## config.mk

```make
export PLATFORM = sky130hd
export DESIGN_NAME = unidad_control
export DESIGN_NICKNAME = d
export VERILOG_FILES = /design/src/rtl/unidad_control.sv
export SDC_FILE = /design/constraint.sdc
export NUM_CORES = 1
export LEC_CHECK = 0
export ABC_CLOCK_PERIOD_IN_PS = 1250
export CORE_MARGIN = 4
export CORE_UTILIZATION = 30
export CTS_CLUSTER_DIAMETER = 100
export CTS_CLUSTER_SIZE = 8
export DETAILED_ROUTE_END_ITERATION = 7
export PLACE_DENSITY_LB_ADDON = 0.2
export SLEW_MARGIN = 30
export SYNTH_ARGS = -nofsm -noshare
export SYNTH_HDL_FRONTEND = slang
export SYNTH_SLANG_ARGS = --single-unit
```

## constraint.sdc

```tcl
create_clock -name clk -period 1.25 [get_ports clk]
set_input_delay 0.125 -clock clk [delete_from_list [all_inputs] [get_ports clk]]
set_output_delay 0.125 -clock clk [all_outputs]
set_load 0.05 [all_outputs]
```

## src/rtl/unidad_control.sv

```systemverilog
// Control unit for the single-cycle microc datapath: decode, boot/halt sequencing, debug stepping.
// Define RETIRE_CNT_EN to build the retired-instruction counter; otherwise instr_count reads 0.
module unidad_control #(
   parameter int unsigned CNT_W = 16
) (
   input  logic             clk,
   input  logic             reset,
   input  logic [5:0]       Opcode,
   input  logic             z,
   input  logic             dbg_mode,
   input  logic             dbg_step,
   output logic             s_inc,
   output logic             s_inm,
   output logic             we3,
   output logic             wez,
   output logic [2:0]       Op,
   output logic             pc_we,
   output logic             halted,
   output logic             step_ack,
   output logic [CNT_W-1:0] instr_count
);

   typedef enum logic [1:0] {
      StBoot = 2'd0,
      StRun  = 2'd1,
      StHalt = 2'd2
   } state_e;

   state_e state_q, state_d;
   logic   step_ack_q, step_ack_d;

   logic       dec_s_inc, dec_s_inm, dec_we3, dec_wez, dec_pc_we;
   logic [2:0] dec_op;
   logic       is_halt_op;
   logic       exec;
   logic       in_run;
   logic       run_exec;

   assign exec       = ~dbg_mode | dbg_step;
   assign in_run     = (state_q == StRun);
   assign run_exec   = in_run & exec & ~reset;
   assign is_halt_op = (Opcode == 6'b111111);

   // Opcode decode, independent of state; gated below.
   always_comb begin
      dec_s_inc = 1'b1;
      dec_s_inm = 1'b0;
      dec_we3   = 1'b0;
      dec_wez   = 1'b0;
      dec_pc_we = 1'b1;
      dec_op    = 3'b000;
      unique casez (Opcode)
         6'b0?????: begin
            dec_op  = Opcode[4:2];
            dec_we3 = 1'b1;
            dec_wez = 1'b1;
         end
         6'b1000??: begin
            dec_s_inm = 1'b1;
            dec_we3   = 1'b1;
         end
         6'b100100: dec_s_inc = 1'b0;
         6'b101000: dec_s_inc = ~z;
         6'b101001: dec_s_inc = z;
         6'b111111: dec_pc_we = 1'b0;
         default:   ;
      endcase
   end

   always_comb begin
      s_inc = 1'b1;
      s_inm = 1'b0;
      Op    = 3'b000;
      we3   = 1'b0;
      wez   = 1'b0;
      pc_we = 1'b0;
      if (in_run) begin
         s_inc = dec_s_inc;
         s_inm = dec_s_inm;
         Op    = dec_op;
      end
      if (run_exec) begin
         we3   = dec_we3;
         wez   = dec_wez;
         pc_we = dec_pc_we;
      end
   end

   always_comb begin
      state_d    = state_q;
      step_ack_d = in_run & dbg_mode & dbg_step;
      unique case (state_q)
         StBoot:  state_d = StRun;
         StRun:   if (exec && is_halt_op) state_d = StHalt;
         StHalt:  state_d = StHalt;
         default: state_d = StBoot;
      endcase
   end

   always_ff @(posedge clk) begin
      if (reset) begin
         state_q    <= StBoot;
         step_ack_q <= 1'b0;
      end else begin
         state_q    <= state_d;
         step_ack_q <= step_ack_d;
      end
   end

   assign halted   = (state_q == StHalt);
   assign step_ack = step_ack_q;

`ifdef RETIRE_CNT_EN
   logic [CNT_W-1:0] cnt_q, cnt_d;

   assign cnt_d = (run_exec && !is_halt_op) ? cnt_q + CNT_W'(1) : cnt_q;

   always_ff @(posedge clk) begin
      if (reset) begin
         cnt_q <= '0;
      end else begin
         cnt_q <= cnt_d;
      end
   end

   assign instr_count = cnt_q;
`else
   assign instr_count = '0;
`endif

endmodule

```

# Word-level counts from Yosys, hierarchy flattened
# Index checks and enable logic that the tools add are counted.
totals:
  reg_bits: 3
  latch_bits: 0
  mem_bits_rw: 0
  rom_bits: 0
  input_bits: 11
  memories: 0
classes:
  add_sub_neg: 0
  n_mul: 0
  div: 0
  order_cmp: 0
  eq_ne: 8
  shifts: 0
  muxes: 14
  bitwise: 9
  reduce_logical: 3
ops:
  columns: ["operator", "n"]
  rows:
  - ["6-bit equality test, second input constant", 4]
  - ["1-bit 2-to-1 mux", 9]
  - ["3-bit 2-to-1 mux", 2]
  - ["2-bit case mux with 3 select lines", 1]
  - ["1-bit AND", 4]
  - ["4-bit equality test, second input constant", 1]
  - ["1-bit NOT", 4]
  - ["1-bit case mux with 3 select lines", 1]
  - ["2-bit by 1-bit equality test with 1-bit output, second input constant", 1]
  - ["2-bit equality test, second input constant", 1]
  - ["2-bit logical NOT", 1]
  - ["2-bit 2-to-1 mux", 1]
  - ["2-bit by 1-bit inequality test with 1-bit output, second input constant", 1]
  - ["2-bit OR reduction", 1]
  - ["1-bit logical AND", 1]
  - ["1-bit bitwise OR", 1]

# Longest topological paths before layout
logic_depth:
  depth_word: 5
  mapped_depth: 5
  mapped_depth_nobuf: 5

# Worst setup path after synthesis
# No wires, ideal clock.
synth_path:
  kind: "flip-flop to output port"
  start: "reg state_q[1]"
  end: "out s_inm"
  arrival_ns: 1.685
  required_time_ns: 1.125
  setup_slack_ns: -0.560
  path_stages_with_launch: 5
  path_buffers: 0
  cell_sequence: "dfxtp_1 -> inv_1 -> ha_1 -> nand3b_1 -> nor3_1"
synth_between:
  elab_chain_cells: 2
synth_rtl:
  columns: ["element", "line_no", "source"]
  rows:
  - ["start, declared", "29", "state_e state_q, state_d;"]
  - ["start signal, assigned", "102", "state_q <= StBoot;"]
  - ["start signal, assigned", "105", "state_q <= state_d;"]
  - ["2-bit by 1-bit equality test with 1-bit output", "40", "assign in_run = (state_q == StRun);"]
  - ["1-bit 2-to-1 mux", "77", "if (in_run) begin"]
  - ["end, declared", "13", "output logic s_inm,"]
# Every way passes these cells.

# Worst setup path in the final report
layout_path:
  start: "reg state_q[1]"
  end: "out we3"
layout_between:
  elab_chain_cells: 4
layout_rtl:
  columns: ["element", "line_no", "source"]
  rows:
  - ["2-bit by 1-bit equality test with 1-bit output", "40", null]
  - ["1-bit AND (2 in series)", "41", "assign run_exec = in_run & exec & ~reset;"]
  - ["1-bit 2-to-1 mux", "82", "if (run_exec) begin"]
  - ["end, declared", "14", "output logic we3,"]
# Every way passes these cells.

==> flow_metrics.tcl <==
set metrics [dict create \
    drive_gt1_frac 0.500 \
    grt_pass1_wl_um 1430 \
    clk_latency_ps 230 \
    switching_share 0.450 \
    ir_worst_vdd_v 0.00101 \
    numCtsBuffers 3 \
    antenna_left 0 \
    p_comb_frac 0.748 \
    first_pass_iters 2 \
    end_kind "primary output" \
    antennaDiodeCount 0 \
    power_frac_seq 0.127 \
    ys_warn_count 0 \
    crit_required_ps 1120 \
    wl_um 1090 \
    cts_tree "done" \
    violations "setup timing" \
    dieWidth_um 45.4 \
    h-tree-depth 1 \
    power_switching_mw 0.614 \
    p_int_mw 0.749 \
    pwr-share-clk 0.124 \
    met3_usage 0.0435 \
    p_per_area_mw_per_mm2 1570 \
    row_count 13 \
    cpMaxStageDelayCell "dfxtp_2" \
    syn_area_per_cell_sq_um 7.79 \
    final_util 0.660 \
    p_leak_nw 0.403 \
    synth_top_area_cell "buf_4" \
    yosysUniqueCellTypes 24 \
    track_usage 0.0936 \
    die_h_um 45.4 \
    worst_clock_skew_ps 3.50 \
    max-cap-violations 0 \
    via_count 428 \
    syn_area_sq_um 420 \
    syn_inst 54 \
    cp.arrival_ps 1300 \
    holdPathStages 4 \
    globalRouteMet2Util 0.184 \
    synthTopCellsByCount "buf_4, nor2_1, dfxtp_1, ha_1, nand2b_1" \
    fmax_mhz 704 \
    synth_top_cell_area_share 0.286 \
    yosysSeqAreaShare 0.143 \
    drcViolationCount 0 \
    cp-start-kind "flip-flop" \
    synth-edff-count 0 \
    synthArstFlopShare 0 \
    setup_viol 8 \
    clkSlewWorstSetupHoldPaths_ps 30 \
    crit_fanout 4 \
    critPathKind "reg2out" \
    slowest_delay_ps 320 \
    port_buffers 20 \
    synth_most_common_cell "buf_4" \
    finalCriticalPeriod_ps 1420 \
    min_period_over_period 1.14 \
    initial_utilization 0.319 \
    core_sq_mm 0.00132 \
    drt-vias-per-instance 4.24 \
    ctsHoldBuffers 0 \
    synthTopCellsByArea "buf_4, dfxtp_1, ha_1" \
    cts.sinks 3 \
    die-area_sq_mm 0.00206 \
    gp_congestion 0.696 \
    grt_max_degree 6 \
    drt_iter0_markers 2 \
    ff2ff_path_depth 5 \
    antenna_found_initial 0 \
    grtUsageMet1 0.0926 \
    crit_chain "inv_2 > ha_4 > nor2b_4 > nand2b_4 > a21oi_4 > buf_12" \
    hold_path.class "in2reg" \
    grt_pass1_vias 362 \
    hold_viol_final 0 \
    rsz0062_at_grt "yes" \
    fill_cells 126 \
    hold_slack_ps 488 \
    synthFlopType "dfxtp_1" \
    nNetsFinal 101 \
    cts-root-buf "clkbuf_4" \
    wl_per_cell_um 10.8 \
    syn2layout_area_growth_pct 107 \
    status "finished, violations left" \
    slew_viol_final 0 \
    overflow 0 \
    clk_path_buf_depth 2 \
    place_hpwl_um 854 \
    top_usage_layer "met2" \
    top_level_ports 37 \
    setup_ws_ps -170 \
    synth_seq_cells 3 \
]
## cell type report
cell class | instances | area [sq um] | share of cell area
Tap cell | 15 | 18.8 | 0.0216
Multi-Input combinational cell | 48 | 384 | 0.442
Clock buffer | 4 | 26.3 | 0.0302
Sequential cell | 3 | 62.6 | 0.0719
Timing Repair Buffer | 29 | 370 | 0.426
Inverter | 2 | 7.51 | 0.00863
## worst max-delay path, delay by kind of cell (launching register included)
family,cells,cell delay (ps)
flip-flops,1,320
AND/OR/NAND/NOR,2,250
buffers and inverters,2,220
adder cells (fa/ha/maj),1,140
AO/OA/AOI/OAI,1,140
## registers in the layout (all words and copies together) (netlist names)
signal / flops
state_q: 2
step_ack: 1
## worst paths after layout
| path | from | to | slack (ps) |
|---|---|---|---|
| setup / recovery | state_q[1] | we3 | -170 |
| setup reg to reg | state_q[0] | state_q[1] | 190 |
| hold / removal | Opcode[0] | state_q[0] | 490 |
| hold reg to reg | state_q[0] | state_q[0] | 710 |
## cell usage in the layout, fill, tap and decap left out, types with 2 or more instances in the layout
| master | n |
|---|---|
| and2_4 | 3 |
| buf_12 | 8 |
| buf_4 | 7 |
| buf_6 | 3 |
| clkbuf_4 | 3 |
| clkdlybuf4s50_1 | 5 |
| conb_1 | 16 |
| dfxtp_2 | 2 |
| dlymetal6s2s_1 | 4 |
| ha_4 | 2 |
| mux2i_1 | 2 |
| nand2b_1 | 2 |
| nor2_4 | 2 |
| nor3b_1 | 2 |
| or2b_2 | 2 |
## per-layer routing
layer | vias up | wire length [um] | part of all wire
li1 | 208 | - | -
met3 | 0 | 141 | 0.13
met1 | 198 | 356 | 0.33
met4 | 0 | 0 | 0
met2 | 22 | 590 | 0.54
met5 | - | 0 | 0
## stage by stage
step	setup TNS [ps]	instances	setup slack, ps	area, sq um	power (mW)
after global routing	-1620	101	-236	870	1.45
after global placement	-1370	95	-253	762	1.07
after detailed placement	-1380	95	-261	762	1.08
after CTS	-1110	99	-180	820	1.31
after floorplan	0	69	8.20	536	0.754
final	-1140	101	-170	870	1.36
## repair_timing
| item | CTS | global route |
|---|---|---|
| endpoints found under the setup margin | 8 | 11 |
| resized for setup | 12 | 10 |
| buffers inserted | 0 | 2 |
| pin swaps | 8 | 5 |
## power by group through the flow
stage	logic (mW)	registers (mW)	clock network [mW]
after floorplan	0.593	0.160	0
after global placement	0.913	0.154	0
after detailed placement	0.924	0.156	0
after CTS	0.961	0.174	0.174
after global routing	1.09	0.176	0.187
final	1.02	0.174	0.169
## cell families after synthesis
logic type | after synthesis | share of synthesized area
xor gates and xnor gates | 1 | 0.0208
AOI/OAI and AO/OA | 3 | 0.0476
and+or+nand+nor | 23 | 0.339
DFF | 3 | 0.143
adders and majority gates | 3 | 0.0893
muxes | 2 | 0.0476
other | 1 | 0.00892
buffers and inverters | 18 | 0.304
(Power assumes the default switching activity.)
